## config.mk

```make
export PLATFORM = sky130hd
export DESIGN_NAME = cook_countdown_timer_flat
export DESIGN_NICKNAME = d
export VERILOG_FILES = /design/src/rtl/egg_timer_pkg.sv /design/src/rtl/cook_countdown_timer_if.sv /design/src/rtl/bcd_digit_down.sv /design/src/rtl/cook_countdown_timer.sv /design/src/flat_wrapper.sv
export SDC_FILE = /design/constraint.sdc
export NUM_CORES = 1
export LEC_CHECK = 0
export ABC_CLOCK_PERIOD_IN_PS = 2620
export CORE_ASPECT_RATIO = 0.9
export CORE_MARGIN = 2
export CORE_UTILIZATION = 44
export CTS_CLUSTER_SIZE = 16
export DETAILED_ROUTE_END_ITERATION = 10
export PLACE_DENSITY_LB_ADDON = 0.08
export SLEW_MARGIN = 15
export SYNTH_ARGS = -nofsm -noshare
export SYNTH_HDL_FRONTEND = slang
export SYNTH_SLANG_ARGS = --single-unit
```

## constraint.sdc

```tcl
create_clock -name clk -period 2.62 [get_ports clk]
set_clock_uncertainty 0.1 [all_clocks]
set_input_delay 0.393 -clock clk [delete_from_list [all_inputs] [get_ports clk]]
set_output_delay 0.393 -clock clk [all_outputs]
set_load 0.05 [all_outputs]
```

## src/rtl/egg_timer_pkg.sv

```systemverilog
// Shared types and constants for the egg-timer countdown stage.
package egg_timer_pkg;

  localparam int unsigned BCD_W            = 4;
  localparam int unsigned BCD_ONES_MAX     = 9;
  localparam int unsigned SEC_TENS_MAX_DEF = 5;
  localparam int unsigned MIN_TENS_MAX_DEF = 9;

  typedef logic [BCD_W-1:0] bcd_t;

  typedef enum logic [1:0] {
    IDLE = 2'd0,
    RUN  = 2'd1,
    DONE = 2'd2
  } state_t;

  function automatic bcd_t bcd_clamp(input bcd_t val, input bcd_t max_val);
    return (val > max_val) ? max_val : val;
  endfunction

endpackage

```

## src/rtl/cook_countdown_timer_if.sv

```systemverilog
// Control, load-digit and status signals between the egg-timer FSM side and the countdown stage.
interface cook_countdown_timer_if;
  import egg_timer_pkg::*;

  logic tick_1hz;
  logic load;
  logic start;
  logic cancel;
  logic ack;
  bcd_t load_min_tens;
  bcd_t load_min_ones;
  bcd_t load_sec_tens;
  bcd_t load_sec_ones;
  bcd_t min_tens;
  bcd_t min_ones;
  bcd_t sec_tens;
  bcd_t sec_ones;
  logic running;
  logic cook_done;
  logic alarm;

  modport master (
    output tick_1hz, load, start, cancel, ack,
    output load_min_tens, load_min_ones, load_sec_tens, load_sec_ones,
    input  min_tens, min_ones, sec_tens, sec_ones, running, cook_done, alarm
  );

  modport slave (
    input  tick_1hz, load, start, cancel, ack,
    input  load_min_tens, load_min_ones, load_sec_tens, load_sec_ones,
    output min_tens, min_ones, sec_tens, sec_ones, running, cook_done, alarm
  );

endinterface

```

## src/rtl/bcd_digit_down.sv

```systemverilog
// One BCD down-counting digit with load and a combinational borrow chain.
module bcd_digit_down
  import egg_timer_pkg::*;
#(
  parameter bcd_t WRAP_VAL = bcd_t'(BCD_ONES_MAX)
) (
  input  logic clk,
  input  logic reset,
  input  logic load,
  input  bcd_t load_val,
  input  logic dec_en,
  input  logic borrow_in,
  output bcd_t digit,
  output logic borrow_out
);

  assign borrow_out = borrow_in && (digit == '0);

  always_ff @(posedge clk or posedge reset) begin
    if (reset) begin
      digit <= '0;
    end else if (load) begin
      digit <= load_val;
    end else if (dec_en && borrow_in) begin
      digit <= (digit == '0) ? WRAP_VAL : digit - bcd_t'(1);
    end
  end

endmodule

```

## src/rtl/cook_countdown_timer.sv

```systemverilog
// MM:SS BCD countdown with start/cancel, one-cycle cook_done and alarm.
// Optional ALARM_TIMEOUT_EN: alarm auto-clears after ALARM_TICKS ticks in DONE.
module cook_countdown_timer
  import egg_timer_pkg::*;
#(
  parameter int unsigned MIN_TENS_MAX = MIN_TENS_MAX_DEF,
  parameter int unsigned SEC_TENS_MAX = SEC_TENS_MAX_DEF,
  parameter int unsigned ALARM_TICKS  = 10
) (
  input logic clk,
  input logic reset,
  cook_countdown_timer_if.slave bus
);

  if (ALARM_TICKS < 1) begin : g_bad_alarm_ticks
    $error("ALARM_TICKS must be at least 1");
  end

  state_t state;
  logic   running_q, cook_done_q, alarm_q;
  bcd_t   mt, mo, st, so;
  bcd_t   ld_mt, ld_mo, ld_st, ld_so;
  logic   so_b, st_b, mo_b, mt_b;
  logic   load_dig, dec_en, count_zero, at_one;

  assign ld_mt = bcd_clamp(bus.load_min_tens, bcd_t'(MIN_TENS_MAX));
  assign ld_mo = bcd_clamp(bus.load_min_ones, bcd_t'(BCD_ONES_MAX));
  assign ld_st = bcd_clamp(bus.load_sec_tens, bcd_t'(SEC_TENS_MAX));
  assign ld_so = bcd_clamp(bus.load_sec_ones, bcd_t'(BCD_ONES_MAX));

  // The full borrow chain ripples out of min_tens only when every digit is zero.
  assign count_zero = mt_b;
  assign at_one     = (mt == '0) && (mo == '0) && (st == '0) && (so == bcd_t'(1));
  assign load_dig   = bus.load && (state != RUN);
  assign dec_en     = (state == RUN) && bus.tick_1hz && !bus.cancel && !count_zero;

  bcd_digit_down #(.WRAP_VAL(bcd_t'(BCD_ONES_MAX))) u_sec_ones (
    .clk(clk), .reset(reset), .load(load_dig), .load_val(ld_so),
    .dec_en(dec_en), .borrow_in(1'b1), .digit(so), .borrow_out(so_b)
  );

  bcd_digit_down #(.WRAP_VAL(bcd_t'(SEC_TENS_MAX))) u_sec_tens (
    .clk(clk), .reset(reset), .load(load_dig), .load_val(ld_st),
    .dec_en(dec_en), .borrow_in(so_b), .digit(st), .borrow_out(st_b)
  );

  bcd_digit_down #(.WRAP_VAL(bcd_t'(BCD_ONES_MAX))) u_min_ones (
    .clk(clk), .reset(reset), .load(load_dig), .load_val(ld_mo),
    .dec_en(dec_en), .borrow_in(st_b), .digit(mo), .borrow_out(mo_b)
  );

  bcd_digit_down #(.WRAP_VAL(bcd_t'(MIN_TENS_MAX))) u_min_tens (
    .clk(clk), .reset(reset), .load(load_dig), .load_val(ld_mt),
    .dec_en(dec_en), .borrow_in(mo_b), .digit(mt), .borrow_out(mt_b)
  );

`ifdef ALARM_TIMEOUT_EN
  localparam int unsigned ACW = (ALARM_TICKS > 1) ? $clog2(ALARM_TICKS) : 1;
  logic [ACW-1:0] alarm_cnt;
`endif

  always_ff @(posedge clk or posedge reset) begin
    if (reset) begin
      state       <= IDLE;
      running_q   <= 1'b0;
      cook_done_q <= 1'b0;
      alarm_q     <= 1'b0;
`ifdef ALARM_TIMEOUT_EN
      alarm_cnt   <= '0;
`endif
    end else begin
      cook_done_q <= 1'b0;
      case (state)
        IDLE: begin
          if (!bus.load && bus.start && !count_zero) begin
            state     <= RUN;
            running_q <= 1'b1;
          end
        end
        RUN: begin
          if (bus.cancel) begin
            state     <= IDLE;
            running_q <= 1'b0;
          end else if (bus.tick_1hz && at_one) begin
            state       <= DONE;
            running_q   <= 1'b0;
            cook_done_q <= 1'b1;
            alarm_q     <= 1'b1;
`ifdef ALARM_TIMEOUT_EN
            alarm_cnt   <= '0;
`endif
          end
        end
        DONE: begin
          if (bus.ack || bus.load) begin
            state   <= IDLE;
            alarm_q <= 1'b0;
          end
`ifdef ALARM_TIMEOUT_EN
          else if (bus.tick_1hz) begin
            if (alarm_cnt == ACW'(ALARM_TICKS - 1)) begin
              state   <= IDLE;
              alarm_q <= 1'b0;
            end else begin
              alarm_cnt <= alarm_cnt + ACW'(1);
            end
          end
`endif
        end
        default: begin
          state     <= IDLE;
          running_q <= 1'b0;
          alarm_q   <= 1'b0;
        end
      endcase
    end
  end

  assign bus.min_tens  = mt;
  assign bus.min_ones  = mo;
  assign bus.sec_tens  = st;
  assign bus.sec_ones  = so;
  assign bus.running   = running_q;
  assign bus.cook_done = cook_done_q;
  assign bus.alarm     = alarm_q;

endmodule

```

## src/flat_wrapper.sv

```systemverilog
// flat-port wrapper written by rule: the top's interface ports become plain ports
module cook_countdown_timer_flat import egg_timer_pkg::*;
#(
  parameter int unsigned MIN_TENS_MAX = MIN_TENS_MAX_DEF,
  parameter int unsigned SEC_TENS_MAX = SEC_TENS_MAX_DEF,
  parameter int unsigned ALARM_TICKS  = 10
)
  (clk, reset, bus_tick_1hz, bus_load, bus_start, bus_cancel, bus_ack, bus_load_min_tens, bus_load_min_ones, bus_load_sec_tens, bus_load_sec_ones, bus_min_tens, bus_min_ones, bus_sec_tens, bus_sec_ones, bus_running, bus_cook_done, bus_alarm);
  cook_countdown_timer_if bus_i ();
  input logic clk;
  input logic reset;
  input wire logic [$bits(bus_i.tick_1hz)-1:0] bus_tick_1hz;
  input wire logic [$bits(bus_i.load)-1:0] bus_load;
  input wire logic [$bits(bus_i.start)-1:0] bus_start;
  input wire logic [$bits(bus_i.cancel)-1:0] bus_cancel;
  input wire logic [$bits(bus_i.ack)-1:0] bus_ack;
  input wire logic [$bits(bus_i.load_min_tens)-1:0] bus_load_min_tens;
  input wire logic [$bits(bus_i.load_min_ones)-1:0] bus_load_min_ones;
  input wire logic [$bits(bus_i.load_sec_tens)-1:0] bus_load_sec_tens;
  input wire logic [$bits(bus_i.load_sec_ones)-1:0] bus_load_sec_ones;
  output wire logic [$bits(bus_i.min_tens)-1:0] bus_min_tens;
  output wire logic [$bits(bus_i.min_ones)-1:0] bus_min_ones;
  output wire logic [$bits(bus_i.sec_tens)-1:0] bus_sec_tens;
  output wire logic [$bits(bus_i.sec_ones)-1:0] bus_sec_ones;
  output wire logic [$bits(bus_i.running)-1:0] bus_running;
  output wire logic [$bits(bus_i.cook_done)-1:0] bus_cook_done;
  output wire logic [$bits(bus_i.alarm)-1:0] bus_alarm;
  assign bus_i.tick_1hz = bus_tick_1hz;
  assign bus_i.load = bus_load;
  assign bus_i.start = bus_start;
  assign bus_i.cancel = bus_cancel;
  assign bus_i.ack = bus_ack;
  assign bus_i.load_min_tens = bus_load_min_tens;
  assign bus_i.load_min_ones = bus_load_min_ones;
  assign bus_i.load_sec_tens = bus_load_sec_tens;
  assign bus_i.load_sec_ones = bus_load_sec_ones;
  assign bus_min_tens = bus_i.min_tens;
  assign bus_min_ones = bus_i.min_ones;
  assign bus_sec_tens = bus_i.sec_tens;
  assign bus_sec_ones = bus_i.sec_ones;
  assign bus_running = bus_i.running;
  assign bus_cook_done = bus_i.cook_done;
  assign bus_alarm = bus_i.alarm;
  cook_countdown_timer #(.MIN_TENS_MAX(MIN_TENS_MAX), .SEC_TENS_MAX(SEC_TENS_MAX), .ALARM_TICKS(ALARM_TICKS)) u_core (.clk(clk), .reset(reset), .bus(bus_i));
endmodule
```

==> metrics.md, run 1 <==
| Metric | Value |
|---|---|
| Row Count | `17` |
| Post-synthesis sequential area ratio | `around 44%` |
| Vias | `approximately 1,300` |
| Nets | `217` |
| Worst-path clk slew | `130 ps` |
| Main combinational cell family by area after synthesis | `simple AND/OR/NAND/NOR gates` |
| Predominant post-synthesis flop cell | `dfrtp_1` |
| Post-synthesis adder-cell area fraction | `0%` |
| Number of synthesis warnings | `0` |
| WP data required | `2720 ps` |
| Number of port buffers | `just over 40` |
| Detailed placer's ending HPWL | `2.41 mm` |
| Max frequency | `0.394 GHz` |
| Outcome | `finished clean` |
| Synth area leader | `dfrtp_1` |
| WL per Instance | `14.2 µm` |
| CP Class | `flop to flop` |
| Die Ht | `around 54 µm` |
| Worst-Skew Late Latency | `300 ps` |
| Total GRT Usage | `21.9%` |
| Die width | `59.2 µm` |
| Clock tree buffer depth | `2` |
| Max IR drop VDD | `approximately 0.32 mV` |
| Vias in the first global route | `1,134` |
| Post-cts hold buffer count | `0` |
| Minimum clock period | `2540 ps` |
| Top-count cell post-synth | `dfrtp_1` |
| First-pass GRT wire length | `between 5 and 6 mm` |
| DRC | `0` |
| Post-synth top area share | `43.6%` |
| CTS tree | `yes` |
| Simple-Gate Fraction of Synth Area | `31.3%` |
| Seq cells post-synth | `21` |
| Fin worst setup slack | `79.5 ps` |
| Complex-gate fraction of the synthesized area | `20.1%` |
| Pre-CTS WS | `87.7 ps` |
| Post-Syn Nets | `between 150 and 200` |
| CP max FO | `7` |
| Max-slew violations | `0` |
| CP Launch Type | `flop` |
| Post-route ant nets | `0` |
| Async S/R FF share, synth | `100%` |
| Area of the mapped netlist | `1200 µm²` |
| Antenna violations before repair | `0` |
| Root buffer selected by CTS | `clkbuf_4` |
| Routability congestion estimate | `0.854` |
| Slowest stage delay, CP | `just under 600 ps` |
| Distinct cells, synth | `35` |
| Arrival time of the worst setup path | `2640 ps` |
| Post-CTS sizing | `0` |
| Core box area | `2530 µm²` |
| Congestion Overflow GR | `0` |
| Crit path capture type | `flop` |
| Die Area | `3170 µm²` |
| TritonRoute pass-1 iters | `4` |
| Initial Util | `47.6%` |
| Syn Inst Count | `140` |
| Routed vias/inst | `5.70` |
| Worst min path class | `input pin to asynchronous set/reset pin` |
| Least-Margin Pin Slew | `519 ps` |
| P_leak | `0.704 nW` |
| Avg Synthesized Cell Area | `~8.6 µm²` |
| Placement Cell Area | `1700 µm²` |
| Post-CTS Setup Inserts | `0` |
| P&R area growth vs syn | `45.2%` |
| Crit-path cells | `or4_1 > or4_4 > o311ai_4 > nor3_1 > a311o_1` |
| Fin crit share | `a little over nine tenths` |
| Max-slew headroom | `about 64%` |
| Slowest CP cell | `or4_4` |
| Most frequent cells after synthesis | `21 x dfrtp_1, 20 x nor2_1, 14 x a21oi_1` |
| Largest net degree at the start of global routing | `15` |
| Max-Cap Viols | `0` |
| N_diodes | `0` |
| RSZ-0062 raised after global routing | `no` |
| Synth top area cells | `dfrtp_1 44%, nor2_1 6.2%, a21oi_1 5.8%` |
| Initial DRC Count | `52` |
| XOR/XNOR Fraction of Synth Area | `0.727%` |
| Mux cell area share after synthesis | `1.66%` |
| Htree depth | `1` |
| Final hold vios | `0` |
| Share of layout cells above drive strength 1 | `a little over a tenth` |
| WL final | `3.15 mm` |
| # IOs | `42` |
| Final TNS setup | `0 ps` |
| Final setup vio count | `0` |
| P per Cell Area | `570 nW/µm²` |
| Clk sinks | `21` |
| Post-synth EDFFs | `0` |
| Number of buffers created by CTS | `3` |
| Final Instance Area | `1750 µm²` |
| Worst-case register-to-register setup slack | `80 ps` |
## routing by layer
layer / wire, µm / part of all wire (%) / GRT usage [%] / vias up
met1: 1490 / 48 / 29.5 / 586
met5: 0 / 0 / 0 / -
met3: 174 / 5.5 / 2.64 / 2
li1: - / - / - / 626
met4: 17 / 0.54 / 6.82 / 0
met2: 1460 / 46 / 37.0 / 46
## cell usage in the layout (no fill, tap or decap), types with 2 or more instances in the layout
cell type	synthesis	routed
nand2b_1	4	4
buf_4	0	11
o21ai_0	8	8
nand2_1	12	12
a21o_1	2	2
or4_4	2	2
or2_2	2	2
mux2i_1	2	2
nor3_1	9	9
nand3_1	2	2
inv_1	5	5
a311o_1	2	2
and3_1	2	2
dfrtp_1	21	20
a21oi_1	14	14
clkbuf_4	0	3
nor2_1	20	20
or4_1	5	5
nor4_1	2	2
a31oi_1	4	4
clkdlybuf4s50_1	0	41
nor3b_1	5	5
## cell families after synthesis
group / count (synthesis)
xor+xnor: 1
flops: 21
buf+inv: 8
simple gates: 71
mux: 2
compound gates: 37
## area by class of cell
cell class / instances / area (µm²)
Inverter: 5 / 18.8
Timing Repair Buffer: 52 / 493
Clock inverter: 1 / 5.00
Fill cell: 212 / 782
Multi-Input combinational cell: 111 / 648
Sequential cell: 21 / 527
Tap cell: 28 / 35.0
Clock buffer: 3 / 22.5
## where the power goes
group          internal [mW]  switching (mW)
Clock                 0.0569           0.105
Combinational          0.165           0.246
Sequential             0.365          0.0588
## worst paths after layout
path	from	end	cells after the start
min reg2reg	u_core.bus.alarm$_DFFE_PP0P_	u_core.bus.alarm$_DFFE_PP0P_	1
max reg2reg	u_core.u_sec_ones.digit[3]$_DFFE_PP0P_	u_core.u_sec_tens.digit[1]$_DFFE_PP0P_	5
min in group clk	u_core.bus.alarm$_DFFE_PP0P_	u_core.bus.alarm$_DFFE_PP0P_	1
max	u_core.u_sec_ones.digit[3]$_DFFE_PP0P_	u_core.u_sec_tens.digit[1]$_DFFE_PP0P_	5
max in group asynchronous	reset	u_core.u_min_ones.digit[2]$_DFFE_PP0P_	3
min	reset	u_core.u_sec_tens.digit[0]$_DFFE_PP0P_	2
## through the flow
stage	utilization (%)	power (mW)	cells	hold WS, ps
4_1_cts	68.2	0.990	218	309
2_1_floorplan	-	0.667	140	269
5_1_grt	69.1	1.05	221	323
6_report	69.1	0.996	221	303
3_5_place_dp	67.1	0.828	214	371
3_3_place_gp	67.1	0.821	214	360
## critical path: cells and delay by family, from the launching register on
kind | cells | cell delay (ps)
flip-flops | 1 | 470
AND/OR/NAND/NOR | 3 | 1250
AO/OA/AOI/OAI | 2 | 620
## sequential cells by signal, indices dropped and copies added, names as in the netlist
signal,count
u_core.u_sec_tens.digit,4
u_core.bus.alarm,1
u_core.state,2
u_core.u_min_ones.digit,4
u_core.bus.cook_done,1
u_core.u_sec_ones.digit,4
u_core.u_min_tens.digit,4
u_core.bus.running,1
No activity file was read; power rests on OpenSTA's default activity.
==> run 2: changes to the inputs <==
- MAX_ROUTING_LAYER: unset -> met4
==> run 2 against run 1 <==
Net effect: worst hold slack got worse by 8.6 ps; flip-flop and latch count unchanged; total power about the same; highest routed layer unchanged; clock-buffer cell count did not move; worst setup slack lost 3.7 ps; register-to-register slack hardly changed; final area unchanged; critical endpoint unchanged; sequential share of layout area unchanged; fmax down 0.15%; cell count stayed put.
==> metrics.md, run 2 (synthesis results as in run 1) <==
| Metric | Value |
|---|---|
| Outcome | `finished clean` |
| Vias | `1,272 (+0.95%)` |
| Max IR drop VDD | `0.322 mV (-0.74%)` |
| DRC | `0 (unchanged)` |
| Total GRT Usage | `22.5% (+0.60 points)` |
| Detailed placer's ending HPWL | `2.41 mm (unchanged)` |
| Crit path capture type | `flop` |
| Nets | `217 (unchanged)` |
| RSZ-0062 raised after global routing | `no` |
| Number of buffers created by CTS | `3 (unchanged)` |
| Clk sinks | `21 (unchanged)` |
| Largest net degree at the start of global routing | `15 (unchanged)` |
| Die width | `59.2 µm (unchanged)` |
| Antenna violations before repair | `0 (unchanged)` |
| CP max FO | `7 (unchanged)` |
| Minimum clock period | `2540 ps (+3.71 ps)` |
| Commonest non-fill, non-tap cell in the layout | `clkdlybuf4s50_1` |
| Fillers | `212 (unchanged)` |
| Row Count | `17 (unchanged)` |
| Max-slew violations | `0 (unchanged)` |
| First-pass GRT wire length | `5.18 mm (-0.12%)` |
| Routed vias/inst | `5.76 (+0.95%)` |
| Congestion Overflow GR | `0 (unchanged)` |
| Vias in the first global route | `1,136 (+0.18%)` |
| WP data required | `2720 ps (about the same)` |
| Htree depth | `1 (unchanged)` |
| TritonRoute pass-1 iters | `4 (unchanged)` |
| Worst-path clk slew | `130 ps (about the same)` |
| Post-cts hold buffer count | `0 (unchanged)` |
| Slowest stage delay, CP | `590 ps (about the same)` |
| Fin crit share | `97.1% (+0.14 points)` |
| Final TNS setup | `0 ps (unchanged)` |
| N_diodes | `0 (unchanged)` |
| P&R area growth vs syn | `45.2% (unchanged)` |
| Worst-Skew Late Latency | `310 ps (about the same)` |
| Non-filler cells, final | `221 (unchanged)` |
| Routability congestion estimate | `0.868 (+1.6%)` |
| Slowest CP cell | `or4_4` |
| P per Cell Area | `569 nW/µm² (about the same)` |
| Die Ht | `53.6 µm (unchanged)` |
| Post-CTS sizing | `0 (unchanged)` |
| Die Area | `3170 µm² (unchanged)` |
| Worst min path class | `input pin to asynchronous set/reset pin` |
| Placed cell count | `214 (unchanged)` |
| Initial Util | `47.6% (unchanged)` |
| WL per Instance | `14.2 µm (-0.13%)` |
| CTS tree | `yes` |
| CP Class | `flop to flop` |
| Clock tree buffer depth | `2 (unchanged)` |
| Number of port buffers | `41 (unchanged)` |
| Core box area | `2530 µm² (unchanged)` |
| Max-Cap Viols | `0 (unchanged)` |
| Final hold vios | `0 (unchanged)` |
| Buf/Inv on CP | `0 (unchanged)` |
| Arrival time of the worst setup path | `2640 ps (about the same)` |
| Max-slew headroom | `64.9% (+0.42 points)` |
| Initial DRC Count | `50 (-3.8%)` |
| Max frequency | `0.393 GHz (-0.15%)` |
| Root buffer selected by CTS | `clkbuf_4` |
| Crit-path cells | `or4_1 > or4_4 > o311ai_4 > nor3_1 > a311o_1` |
| CP Launch Type | `flop` |
| Final setup vio count | `0 (unchanged)` |
| Share of layout cells above drive strength 1 | `10.9% (unchanged)` |
| P_leak | `0.704 nW (unchanged)` |
| Post-route ant nets | `0 (unchanged)` |
| # IOs | `42 (unchanged)` |
| Most frequent cells in the layout | `41 x clkdlybuf4s50_1, 20 x nor2_1, 20 x dfrtp_1, 14 x a21oi_1, 12 x nand2_1` |
| WL final | `3.14 mm (-0.13%)` |
| Least-Margin Pin Slew | `513 ps (-6.11 ps)` |
| Crit path max-delay family | `simple AND/OR/NAND/NOR gates` |
## run 2: cell counts in the layout (fill, tap and decap cells not counted)
No cell type changed its count.
## run 2: power breakdown
group	internal, mW	switching, mW	total, mW
registers	0.365	0.0597	0.425
logic	0.165	0.245	0.410
clock network	0.0569	0.104	0.161
total	0.587	0.409	0.995
## run 2: cell type report
class,instances,area [µm²],share of cell area [%]
multi-input combinational,111,648,37.1
sequential,21,527,30.1
timing repair buffer,52,493,28.2
tap,28,35.0,2.00
clock buffer,3,22.5,1.29
inverter,5,18.8,1.07
clock inverter,1,5.00,0.286
## run 2: per-layer routing
metal  wire length, µm  track usage, %  vias up
li1                  -               -      625
met1              1480            29.5      588
met2              1450            37.0       51
met3               170            2.40        8
met4                36            6.82        0
met5                 0               -        -
## run 2: worst paths after layout
kind | slack, ps | to | start | depth (start not counted)
worst max register to register | 80 | u_core.u_sec_tens.digit[1]$_DFFE_PP0P_ | u_core.u_sec_ones.digit[3]$_DFFE_PP0P_ | 5
worst max-delay path | 80 | u_core.u_sec_tens.digit[1]$_DFFE_PP0P_ | u_core.u_sec_ones.digit[3]$_DFFE_PP0P_ | 5
worst min-delay path | 290 | u_core.u_sec_tens.digit[0]$_DFFE_PP0P_ | reset | 2
min in group clk | 390 | u_core.bus.alarm$_DFFE_PP0P_ | u_core.bus.alarm$_DFFE_PP0P_ | 1
max in group asynchronous | 1610 | u_core.u_min_ones.digit[2]$_DFFE_PP0P_ | reset | 3
worst min register to register | 390 | u_core.bus.alarm$_DFFE_PP0P_ | u_core.bus.alarm$_DFFE_PP0P_ | 1
## run 2: through the flow
stage | worst slack, ps | hold WS [ps] | utilization, % | power [mW] | area, µm²
finish | 75.7 | 295 | 69.1 | 0.995 | 1750
global route | 13.7 | 319 | 69.1 | 1.05 | 1750
CTS | 62.3 | 309 | 68.2 | 0.990 | 1730
detailed placement | 87.7 | 371 | 67.1 | 0.828 | 1700
global placement | 182 | 360 | 67.1 | 0.821 | 1700
floorplan | 11.2 | 269 | - | 0.667 | 1210
## run 2: repair_timing
action / in CTS / in global routing
setup endpoints to repair: 0 / 1
setup buffers: 0 / 3
endpoints found under the hold margin: 0 / 0
## run 2: worst reg2reg max path: stages, from the launching register on
cell and delay [ps]:
dfrtp_2 470, or4_1 560, or4_4 590, o311ai_4 290
nor3_1 100, a311o_1 330
==> run 3: changes to the inputs <==
- CORE_ASPECT_RATIO: 0.9 -> 0.7
- SKIP_CTS_REPAIR_TIMING: unset -> 1
==> run 3 against run 2 <==
Net effect: non-clock buffer count decreased by 5; flip-flop and latch count did not move; critical path depth unchanged; sequential power about the same; core utilization down 0.56 points; via count down 3.1%; clock-buffer cell count rose by 1; cell count grew 0.45%; critical endpoint unchanged; global-route usage down 1.0 points.
==> metrics.md, run 3 (synthesis results as in run 1) <==
| Metric | Value |
|---|---|
| Launching point of the worst reg2reg path | `u_core.u_sec_ones.digit[3]$_DFFE_PP0P_` |
| Crit path capture type | `flop` |
| CP max FO | `9 (+2)` |
| Overall Power | `1.03 mW (+3.7%)` |
| # IOs | `42 (unchanged)` |
| CP Class | `flop to flop` |
| TritonRoute pass-1 iters | `4 (unchanged)` |
| Final hold vios | `0 (unchanged)` |
| Slowest CP cell | `or4_4` |
| Routed vias/inst | `5.55 (-3.5%)` |
| Buf/Inv on CP | `0 (unchanged)` |
| Minimum clock period | `2470 ps (-71.1 ps)` |
| Largest net degree at the start of global routing | `17 (+2)` |
| P per Cell Area | `594 nW/µm² (+4.4%)` |
| Crit path from | `u_core.u_sec_ones.digit[3]$_DFFE_PP0P_` |
| P&R area growth vs syn | `44.1%` |
| Non-filler cells, final | `222 (+0.45%)` |
| Placed cell count | `218 (+1.9%)` |
| Least-Margin Pin Slew | `548 ps (+34.5 ps)` |
| Nets | `212 (-2.3%)` |
| RSZ-0062 raised after global routing | `no` |
| Crit path max-delay family | `simple AND/OR/NAND/NOR gates` |
| Max IR drop VDD | `0.291 mV (-9.5%)` |
| Htree depth | `1 (unchanged)` |
| Routability congestion estimate | `0.900 (+3.7%)` |
| Worst-Skew Late Latency | `260 ps (-50 ps)` |
| Max-Cap Viols | `0 (unchanged)` |
| Crit-path cells | `or4_1 > or4_4 > o311ai_4 > nor3_1 > a311o_1` |
| Outcome | `finished clean` |
| Met2 usage | `31.4% (-5.6 points)` |
| Die Ht | `47.8 µm (-11%)` |
| Detailed placer's ending HPWL | `2.41 mm (-0.23%)` |
| Root buffer selected by CTS | `clkbuf_8` |
| Row Count | `15 (-2)` |
| Commonest non-fill, non-tap cell in the layout | `clkdlybuf4s50_1` |
| Vias | `1,233 (-3.1%)` |
| GRT busiest layer | `met2` |
| Die Area | `3180 µm² (+0.19%)` |
| Share of layout cells above drive strength 1 | `7.98% (-2.9 points)` |
| CTS tree | `yes` |
| CP Launch Type | `flop` |
| Fin worst setup slack | `147 ps (+71.1 ps)` |
| Max frequency | `0.404 GHz (+2.9%)` |
| GRT met3 Usage | `6.35% (+3.9 points)` |
| Die width | `66.5 µm (+12%)` |
| Arrival time of the worst setup path | `2530 ps (-110 ps)` |
| Initial DRC Count | `149 (+200%)` |
| Number of port buffers | `41 (unchanged)` |
| DRC | `0 (unchanged)` |
| Number of buffers created by CTS | `3 (unchanged)` |
| WL per Instance | `13.6 µm (-4.4%)` |
| WP data required | `2670 ps (-50 ps)` |
| Vias in the first global route | `1,069 (-5.9%)` |
| Initial Util | `47.6% (about the same)` |
| Antenna violations before repair | `0 (unchanged)` |
| Most frequent cells in the layout | `41 x clkdlybuf4s50_1, 20 x nor2_1, 20 x dfrtp_1, 14 x a21oi_1, 12 x nand2_1` |
| Total GRT Usage | `21.5% (-1.0 points)` |
| Final setup vio count | `0 (unchanged)` |
| P_leak | `0.686 nW (-2.6%)` |
| WL final | `3.02 mm (-4.0%)` |
| Max-slew headroom | `62.6% (-2.4 points)` |
| Pre-CTS WS | `122 ps (+34.3 ps)` |
| Final TNS setup | `0 ps (unchanged)` |
| Post-route ant nets | `0 (unchanged)` |
| Core box area | `2530 µm² (about the same)` |
| Clk sinks | `21 (unchanged)` |
| Slowest stage delay, CP | `590 ps (about the same)` |
| Fillers | `213 (+0.47%)` |
| First-pass GRT wire length | `4.83 mm (-6.7%)` |
| Met1 usage | `30.0% (+0.47 points)` |
| Worst min path class | `input pin to asynchronous set/reset pin` |
| N_diodes | `0 (unchanged)` |
| Worst-path clk slew | `70 ps (-60 ps)` |
| Max-slew violations | `0 (unchanged)` |
| Congestion Overflow GR | `0 (unchanged)` |
| Clock tree buffer depth | `2 (unchanged)` |
| Fin crit share | `94.4% (-2.7 points)` |
==> run 3: power breakdown <==
| part | internal (mW) | switching, mW |
|---|---|---|
| combinational | 0.151 | 0.238 |
| sequential | 0.365 | 0.0630 |
| clock | 0.109 | 0.106 |
==> run 3: cell type report <==
| class | count | area (µm²) | share of cell area (%) |
|---|---|---|---|
| clock buffer | 4 | 45.0 | 2.59 |
| inverter | 5 | 18.8 | 1.08 |
| multi-input combinational | 111 | 648 | 37.3 |
| sequential | 21 | 527 | 30.3 |
| tap | 34 | 42.5 | 2.45 |
| timing repair buffer | 47 | 455 | 26.2 |
==> run 3: path summary, 6_finish.rpt <==
| path | endpoint | slack, ps | cells after the start |
|---|---|---|---|
| max in group asynchronous | u_core.state[1]$_DFFE_PP0P_ | 1590 | 3 |
| setup reg to reg | u_core.u_sec_tens.digit[1]$_DFFE_PP0P_ | 150 | 5 |
| hold reg to reg | u_core.bus.alarm$_DFFE_PP0P_ | 380 | 1 |
| hold / removal | u_core.u_min_ones.digit[0]$_DFFE_PP0P_ | 330 | 2 |
| setup / recovery | u_core.u_sec_tens.digit[1]$_DFFE_PP0P_ | 150 | 5 |
| min in group clk | u_core.bus.alarm$_DFFE_PP0P_ | 380 | 1 |
==> run 3: stage by stage <==
stage	instance area (µm²)	hold slack [ps]	utilization, %
final	1740	327	68.5
after global routing	1740	369	68.5
after CTS	1740	344	68.5
after detailed placement	1690	370	66.8
after global placement	1690	363	66.8
after floorplan	1210	269	-
==> run 3: metal layers <==
layer	wire length, µm	vias to the layer above
met5	0	-
met4	14	0
met3	241	3
met2	1240	53
met1	1520	563
li1	-	614
